### src/rtl/sfifo_pkg.sv
// sfifo_pkg: shared constants and helpers for the synchronous FIFO slice.
// Read latency derives from the memory output-register option; default
// almost-full/almost-empty thresholds live here so wrapper and controller agree.
package sfifo_pkg;

    localparam int unsigned DEF_NBIT_A       = 4;
    localparam int unsigned DEF_NBIT_D       = 8;
    // almost_full default sits this many entries below depth
    localparam int unsigned DEF_AFULL_MARGIN = 2;
    localparam int unsigned DEF_AEMPTY_TH    = 2;

    // Cycles from an accepted read to valid memory data.
    function automatic int unsigned rd_latency(input logic output_reg_en);
        return output_reg_en ? 2 : 1;
    endfunction

endpackage

### src/rtl/afifomem.sv
// afifomem: simple dual-port RAM, write on wclk, read on rclk.
// Optional second output register adds one cycle of read latency.
module afifomem #(
    parameter int unsigned p_nbit_a        = 4,
    parameter int unsigned p_nbit_d        = 8,
    parameter logic        p_output_reg_en = 1'b1
) (
    input  logic                wclk,
    input  logic                wen,
    input  logic [p_nbit_a-1:0] waddr,
    input  logic [p_nbit_d-1:0] wdata,
    input  logic                rclk,
    input  logic                ren,
    input  logic [p_nbit_a-1:0] raddr,
    output logic [p_nbit_d-1:0] rdata
);

    logic [p_nbit_d-1:0] r_mem [2**p_nbit_a];
    logic [p_nbit_d-1:0] r_rdata;

    // Write port
    always_ff @(posedge wclk) begin
        if (wen) r_mem[waddr] <= wdata;
    end

    // Read port, first pipeline stage
    always_ff @(posedge rclk) begin
        if (ren) r_rdata <= r_mem[raddr];
    end

    generate
        if (p_output_reg_en) begin : g_oreg
            logic [p_nbit_d-1:0] r_rdata_q;
            // Optional output register
            always_ff @(posedge rclk) begin
                r_rdata_q <= r_rdata;
            end
            // Drive data from the output register
            always_comb begin
                rdata = r_rdata_q;
            end
        end else begin : g_noreg
            // Drive data straight from the read stage
            always_comb begin
                rdata = r_rdata;
            end
        end
    endgenerate

endmodule

### src/rtl/sfifo.sv
// sfifo: controller plus memory; data passes straight through afifomem.
// Optional macro SFIFO_CTRL_ALMOST_EN exposes almost_full/almost_empty.
module sfifo
    import sfifo_pkg::*;
#(
    parameter int unsigned p_nbit_a        = DEF_NBIT_A,
    parameter int unsigned p_nbit_d        = DEF_NBIT_D,
    parameter logic        p_output_reg_en = 1'b1,
    parameter int unsigned p_afull_th      = 2**p_nbit_a - DEF_AFULL_MARGIN,
    parameter int unsigned p_aempty_th     = DEF_AEMPTY_TH
) (
    input  logic                clk,
    input  logic                rst_n,
    input  logic                push,
    input  logic                pop,
    input  logic                flush,
    input  logic [p_nbit_d-1:0] wdata,
    output logic [p_nbit_d-1:0] rdata,
    output logic                rvalid,
    output logic                full,
    output logic                empty,
    output logic [p_nbit_a:0]   count,
    output logic                overflow,
    output logic                underflow
`ifdef SFIFO_CTRL_ALMOST_EN
    ,
    output logic                almost_full,
    output logic                almost_empty
`endif
);

    logic                w_mem_wr;
    logic                w_mem_rd;
    logic [p_nbit_a-1:0] w_mem_waddr;
    logic [p_nbit_a-1:0] w_mem_raddr;

    sfifo_ctrl #(
        .p_nbit_a        (p_nbit_a),
        .p_output_reg_en (p_output_reg_en),
        .p_afull_th      (p_afull_th),
        .p_aempty_th     (p_aempty_th)
    ) u_ctrl (
        .clk          (clk),
        .rst_n        (rst_n),
        .push         (push),
        .pop          (pop),
        .flush        (flush),
        .mem_wr       (w_mem_wr),
        .mem_waddr    (w_mem_waddr),
        .mem_rd       (w_mem_rd),
        .mem_raddr    (w_mem_raddr),
        .rvalid       (rvalid),
        .full         (full),
        .empty        (empty),
        .count        (count),
        .overflow     (overflow),
        .underflow    (underflow)
`ifdef SFIFO_CTRL_ALMOST_EN
        ,
        .almost_full  (almost_full),
        .almost_empty (almost_empty)
`endif
    );

    afifomem #(
        .p_nbit_a        (p_nbit_a),
        .p_nbit_d        (p_nbit_d),
        .p_output_reg_en (p_output_reg_en)
    ) u_mem (
        .wclk  (clk),
        .wen   (w_mem_wr),
        .waddr (w_mem_waddr),
        .wdata (wdata),
        .rclk  (clk),
        .ren   (w_mem_rd),
        .raddr (w_mem_raddr),
        .rdata (rdata)
    );

endmodule

### src/rtl/sfifo_ctrl.sv
// sfifo_ctrl: pointer/occupancy controller for a single-clock FIFO.
// Optional macro SFIFO_CTRL_ALMOST_EN adds almost_full/almost_empty ports.
// Status flags derive only from the count register, never from push/pop.
module sfifo_ctrl
    import sfifo_pkg::*;
#(
    parameter int unsigned p_nbit_a        = DEF_NBIT_A,
    parameter logic        p_output_reg_en = 1'b1,
    parameter int unsigned p_afull_th      = 2**p_nbit_a - DEF_AFULL_MARGIN,
    parameter int unsigned p_aempty_th     = DEF_AEMPTY_TH
) (
    input  logic                clk,
    input  logic                rst_n,
    input  logic                push,
    input  logic                pop,
    input  logic                flush,
    output logic                mem_wr,
    output logic [p_nbit_a-1:0] mem_waddr,
    output logic                mem_rd,
    output logic [p_nbit_a-1:0] mem_raddr,
    output logic                rvalid,
    output logic                full,
    output logic                empty,
    output logic [p_nbit_a:0]   count,
    output logic                overflow,
    output logic                underflow
`ifdef SFIFO_CTRL_ALMOST_EN
    ,
    output logic                almost_full,
    output logic                almost_empty
`endif
);

    localparam int unsigned       LP_LAT     = rd_latency(p_output_reg_en);
    localparam logic [p_nbit_a:0] LP_DEPTH_C = {1'b1, {p_nbit_a{1'b0}}};

    logic [p_nbit_a-1:0] r_wptr;
    logic [p_nbit_a-1:0] r_rptr;
    logic [p_nbit_a:0]   r_count;
    logic [LP_LAT-1:0]   r_rv_pipe;
    logic                r_ovf;
    logic                r_unf;
    logic                w_full;
    logic                w_empty;
    logic                w_wr_acc;
    logic                w_rd_acc;

    // Status from registered count, then transfer acceptance (flush blocks both)
    always_comb begin
        w_full   = (r_count == LP_DEPTH_C);
        w_empty  = (r_count == '0);
        w_wr_acc = push & ~w_full & ~flush;
        w_rd_acc = pop & ~w_empty & ~flush;
    end

    // Pointers and occupancy; pointers wrap naturally at depth
    always_ff @(posedge clk) begin
        if (!rst_n || flush) begin
            r_wptr  <= '0;
            r_rptr  <= '0;
            r_count <= '0;
        end else begin
            if (w_wr_acc) r_wptr <= r_wptr + p_nbit_a'(1);
            if (w_rd_acc) r_rptr <= r_rptr + p_nbit_a'(1);
            case ({w_wr_acc, w_rd_acc})
                2'b10:   r_count <= r_count + (p_nbit_a+1)'(1);
                2'b01:   r_count <= r_count - (p_nbit_a+1)'(1);
                default: r_count <= r_count;
            endcase
        end
    end

    // Sticky error flags; only reset or flush clears them
    always_ff @(posedge clk) begin
        if (!rst_n || flush) begin
            r_ovf <= 1'b0;
            r_unf <= 1'b0;
        end else begin
            if (push && w_full)  r_ovf <= 1'b1;
            if (pop  && w_empty) r_unf <= 1'b1;
        end
    end

    // Read-valid delay line matching memory latency; cleared so in-flight beats vanish
    always_ff @(posedge clk) begin
        if (!rst_n || flush) begin
            r_rv_pipe <= '0;
        end else begin
            r_rv_pipe[0] <= w_rd_acc;
            for (int unsigned i = 1; i < LP_LAT; i++) begin
                r_rv_pipe[i] <= r_rv_pipe[i-1];
            end
        end
    end

    // Output mapping
    always_comb begin
        mem_wr    = w_wr_acc;
        mem_waddr = r_wptr;
        mem_rd    = w_rd_acc;
        mem_raddr = r_rptr;
        rvalid    = r_rv_pipe[LP_LAT-1];
        full      = w_full;
        empty     = w_empty;
        count     = r_count;
        overflow  = r_ovf;
        underflow = r_unf;
    end

`ifdef SFIFO_CTRL_ALMOST_EN
    localparam logic [p_nbit_a:0] LP_AFULL_TH  = p_afull_th[p_nbit_a:0];
    localparam logic [p_nbit_a:0] LP_AEMPTY_TH = p_aempty_th[p_nbit_a:0];

    // Threshold compares on registered count
    always_comb begin
        almost_full  = (r_count >= LP_AFULL_TH);
        almost_empty = (r_count <= LP_AEMPTY_TH);
    end
`endif

endmodule

### config.mk
export PLATFORM = sky130hd
export DESIGN_NAME = sfifo
export DESIGN_NICKNAME = d
export VERILOG_FILES = /design/src/rtl/sfifo_pkg.sv /design/src/rtl/afifomem.sv /design/src/rtl/sfifo.sv /design/src/rtl/sfifo_ctrl.sv
export SDC_FILE = /design/constraint.sdc
export NUM_CORES = 1
export LEC_CHECK = 0
export ABC_CLOCK_PERIOD_IN_PS = 2700
export BUFFER_PORTS_ARGS = -buffer_cell sky130_fd_sc_hd__clkbuf_2
export CORE_MARGIN = 4
export CORE_UTILIZATION = 54
export DETAILED_ROUTE_END_ITERATION = 16
export GPL_TIMING_DRIVEN = 0
export PLACE_DENSITY_LB_ADDON = 0.3
export SLEW_MARGIN = 40
export SYNTH_ARGS = -nofsm -noshare
export SYNTH_HDL_FRONTEND = slang
export SYNTH_SLANG_ARGS = --single-unit
### constraint.sdc
create_clock -name clk -period 2.7 [get_ports clk]
set_clock_uncertainty 0.05 [all_clocks]
set_input_delay 0.54 -clock clk [delete_from_list [all_inputs] [get_ports clk]]
set_output_delay 0.54 -clock clk [all_outputs]
set_load 0.1 [all_outputs]
# == After elaboration in Yosys (flattened, before gate mapping) ==
# Memory sizes are Yosys's and may differ from the RTL's. A register that Yosys moved wholly into a read port is not among the register bits.
# Index checks and enable logic that the tools add are counted.
# classes
n_eq_ne,3
muxes,3
n_addsub,4
div_mod_pow,0
n_lt_le_gt_ge,0
n_mul,0
reduce_logical,6
n_shift,0
bitwise_logic,7
# ops
operator,n
one-hot mux 5 bit (2 select lines),1
adder 4 x 1 -> 4 bit (second input constant),2
adder 5 x 1 -> 5 bit (second input constant),1
equality test 5 bit (second input constant),1
logical NOT 5 bit,1
subtractor 5 x 1 -> 5 bit (second input constant),1
AND 1 bit,4
inverter 1 bit,3
equality test 2 x 1 -> 1 bit (second input constant),1
equality test 2 bit (second input constant),1
logical AND 1 bit,2
two-way mux 1 bit,2
nonzero test 2 bit,1
logical NOT 1 bit,1
logical OR 1 bit,1
# totals
latchBits,0
n_memories,1
wordCells,31
output_inout_bits,18
in_bits,13
register_bits,25
romBits,0
ram_bits,128
# memory_table
memory,depth,word_bits,read_ports,rd_ports_with_merged_regs,wr,line_no,text
u_mem.r_mem,16,8,1,1,1,afifomem.sv:18,logic [p_nbit_d-1:0] r_mem [2**p_nbit_a];

# == Longest topological paths before layout ==
# depth
ltp_word,6
depth_mapped,13
depth_no_buf,10

# == Modules after synthesis ==
# From an unflattened synthesis, not the netlist that was laid out.
# hier_totals
cells_unflattened,326
area_unflattened_um2,6218.5
# modules_own_cells
module,instances,cells_each,seq_area_each_um2,area_each_um2
afifomem,1,237,4244.1,5387.7
sfifo_ctrl,1,89,340.3,830.8

# == Worst setup path before layout ==
# No wires, ideal clock.
# synth_path
kind,flip-flop to flip-flop
from,"register u_ctrl.r_count[1], in the netlist u_ctrl.count[1]"
to,"register u_ctrl.r_count[2], in the netlist u_ctrl.count[2]"
stages_incl_launch_ff,13
slack_ns,-0.935
period_less_slack_ns,3.635
setup_ns,0.070
n_path_buf,2
required_time_ns,2.580
t_arrival_ns,3.514
path_cell_list,dfxtp_1 -> or4_4 -> buf_6 -> o21ai_4 -> nor2_1 -> ha_1 -> clkbuf_1 -> xor2_1 -> ha_1 -> a21o_1 -> xnor2_1 -> or3_1 -> a21oi_1
# synth_via
elab_chain_len,6
word_cells_on_any_way,14
cone_classes,add/sub: 2; eq/ne: 3; mux: 1; bitwise: 6; reduce/logical: 2
# synth_lines
element,line_no,text
"start, declared",sfifo_ctrl.sv:39,logic [p_nbit_a:0] r_count;
"start signal, assigned",sfifo_ctrl.sv:66,2'b10: r_count <= r_count + (p_nbit_a+1)'(1);
"start signal, assigned",sfifo_ctrl.sv:67,2'b01: r_count <= r_count - (p_nbit_a+1)'(1);
"start signal, assigned",sfifo_ctrl.sv:68,default: r_count <= r_count;
logical NOT 5 bit *,sfifo_ctrl.sv:51,w_empty = (r_count == '0);
inverter 1 bit *,sfifo_ctrl.sv:53,w_rd_acc = pop & ~w_empty & ~flush;
AND 1 bit * (2 in a row),sfifo_ctrl.sv:53,
via u_ctrl.mem_rd,sfifo_ctrl.sv:19,"output logic mem_rd,"
equality test 2 x 1 -> 1 bit / equality test 2 bit (equally long branches),sfifo_ctrl.sv:65,"case ({w_wr_acc, w_rd_acc})"
one-hot mux 5 bit (2 select lines) / nonzero test 2 bit (equally long branches),-,
# The timed path passes the listed nets; every way through them passes the cells marked *.
# A chain may end at the register's enable or synchronous reset.

# == Worst setup path after layout ==
# layout_path
from,"register u_ctrl.r_count[2], in the netlist u_ctrl.count[2]"
to,"register u_ctrl.r_count[4], in the netlist u_ctrl.count[4]"
# Same word-level chain as after synthesis.

==> results.md <==
- Clk buf depth: 2
- Number of fill cells: 783
- Cell Area, Placed: 0.00671 mm²
- Max-cap violations: 0
- Synth Cell Area: 0.00629 mm²
- Worst EP arrival: 2.92 ns
- GRT Util Overall: 20.0%
- Worst Hold Class: reg -> reg
- H-tree depth: 4
- Synth Register Bits: 161
- Grt total ovfl: 0
- Vias in the first global route: 3,405
- Main synth FF type: edfxtp_1
- Share of cells above drive strength 1: 34.2%
- Startpoint Class: flop
- Finished Cell Area: 0.00737 mm²
- Number of antenna violations at the first check in global routing: 0
- RSZ-0062 raised after global routing: yes
- Fin cells: 558
- Worst slew pin tran: 0.848 ns
- Routed WL: 12,300 µm
- Crit-path max FO: 9
- Total core area: 0.0114 mm²
- Max incr delay on CP: 0.59 ns
- WS Path Type: reg -> reg
- DRC: 0
- DIE HEIGHT: 116 µm
- TritonRoute pass-1 iters: 4
- Maximum number of pins on one net before global-route repair: 17
- Slowest cell on the critical path: or4_4
- Post-Route Utilization: 64.6%
- Routability cong.: 0.779
- Pwr dens: 712 mW/mm²
- Global Route met1 Usage: 27.5%
- Vias: 3,354
- Outcome: finished clean
- Storage element area: 0.00460 mm²
- ANT nets after route: 0
- Multi-input logic area: 0.00171 mm²
- Site Rows: 39
- NumNets Final: 424
- First-pass GRT wire length: 19,200 µm
- Detail Placement HPWL: 7680 µm
- Worst setup EP type: flop
- Clk_lat worst skew: 0.42 ns
- WL/cell: 22.0 µm
- Number of flops mapped to enable cells by yosys: 136
- CTS tree: yes
- Fin crit share: 96.8%
- Most frequent cells in the layout: edfxtp_1, mux4_2, clkbuf_2, dfxtp_1, nor2_1
- CP required: 3.01 ns
- Top cell type by total area after synthesis: edfxtp_1
- CP cell instances: or4_4 > o21ai_4 > nor2_4 > buf_4 > ha_2 > nor4bb_2 > a21oi_2 > a2111o_1 > nand4_1
- Initial Util: 55.1%
- # IOs: 31
- Fmax: 382 MHz
- Placed cells: 521
- Most Crowded Layer GR: met2
- Leakage Power: 0.00247 µW
- Peak VDD IR: 0.000441 V
- DRT iter0 DRCs: 272
- Hold buffers post-CTS: 0
- Num CTS Buffers: 17
- Final Slew Violations: 0
- PortBufs: 30
- Die area: 0.0134 mm²
- Asr flop ratio synth: 0%
- Antenna cells: 0
- Setup violations, final: 0
- Area Overhead vs Synth: 17.2%
- Clk sink count: 161
- Avg Synthesized Cell Area: 18.1 µm²
- Top post-synthesis cells by area: edfxtp_1, mux4_2, dfxtp_1
- Commonest non-fill, non-tap cell in the layout: edfxtp_1
- Die X: 116 µm
- Syn nets: 370
- Clk root buf: clkbuf_16
- Seq/Total Area, Yosys: 72.9%
- Slew Limit Headroom: 43.1%
- Synth top area share: 64.9%
- Vias per cell: 6.01
- Synth Instances: 348
- Hold_ws: 0.292 ns
- YS warnings: 0
- Fin. Hold Viols: 0
- Worst-path clk slew: 0.07 ns
- Grt met2 use: 32.5%
- Synth cell types: 42
- Minimum clock period: 2.61 ns
- Met3 GRT Util: 4.07%
==> final cells by class <==
cell class | count | area share [%]
plain buffers | 14 | 0.849
clock buffers | 18 | 5.96
clock inverters | 14 | 2.09
inverters | 4 | 0.204
multi-input cells | 165 | 23.2
flip-flops and latches | 161 | 62.3
well taps | 143 | 2.43
repair buffers | 39 | 2.95
==> per-stage QoR <==
stage | setup WS [ns] | TNS, ns | total power, µW
floorplan | -0.401 | -1.69 | 2860
global placement | -0.272 | -0.443 | 2910
detailed placement | -0.323 | -0.536 | 2920
CTS | 0.0327 | 0 | 5280
global route | -0.0530 | -0.0828 | 5410
finish | 0.0852 | 0 | 5250
==> power by group <==
part,switching (µW),internal (µW),leakage (µW)
combinational,114,46.2,0.000741
clock,979,1400,0.000295
sequential,5.69,2700,0.00143
total,1100,4150,0.00247
==> critical path: cells and delay by family (launching register included) <==
kind,cells,cell delay (ns)
AND/OR/NAND/NOR,4,1.03
adder cells (fa/ha/maj),1,0.24
flip-flops,1,0.34
buffers and inverters,1,0.19
AO/OA/AOI/OAI,3,0.70
==> registers in the layout, indices dropped and copies added, names as in the netlist <==
name and cells:
u_ctrl.mem_raddr 4, u_ctrl.underflow 1, u_ctrl.overflow 1, u_mem.r_mem 128
u_mem.rdata 8, u_ctrl.count 5, u_ctrl.r_rv_pipe 2, u_ctrl.mem_waddr 4
u_mem.r_rdata 8
==> routing by layer <==
layer	vias up	routed length, µm
met3	16	687
met4	0	153
met1	1732	5320
met5	-	0
met2	108	6130
li1	1498	-
==> cells in the mapped netlist, types with 3 or more instances <==
library cell,number
nand2b_1,7
clkbuf_1,8
nand3_1,5
nand2_1,13
a21oi_1,5
nor3_1,5
nor2b_1,3
mux4_2,32
a22oi_1,16
xor2_1,5
buf_1,3
dfxtp_1,25
nor2_1,28
edfxtp_1,136
o211ai_1,4
inv_1,4
buf_2,4
ha_1,9
o21ai_0,3
or3_1,3
==> cells by family after synthesis <==
kind of cell,after synthesis,share of synthesized area [%]
XOR/XNOR,7,0.975
AND/OR/NAND/NOR,78,6.33
adder cells (fa/ha/maj),9,1.79
flip-flops,161,72.9
multiplexers,34,11.8
AO/OA/AOI/OAI,37,4.56
buffers and inverters,22,1.69
==> timing repair <==
action,CTS,global route
buffers inserted,5,4
endpoints found under the hold margin,0,0
gates resized for setup,0,4
pin swaps,5,5
endpoints found under the setup margin,5,3
==> final timing paths <==
check,start,to,slack (ns),cells past startpoint
max reg2reg,u_ctrl.count[2]$_SDFFE_PP0P_,u_ctrl.count[4]$_SDFFE_PP0P_,0.09,9
min reg2reg,u_mem.r_rdata[6]$_DFFE_PP_,u_mem.rdata[6]$_DFF_P_,0.29,0
max,u_ctrl.count[2]$_SDFFE_PP0P_,u_ctrl.count[4]$_SDFFE_PP0P_,0.09,9
min,u_mem.r_rdata[6]$_DFFE_PP_,u_mem.rdata[6]$_DFF_P_,0.29,0
(Power assumes the default switching activity.)
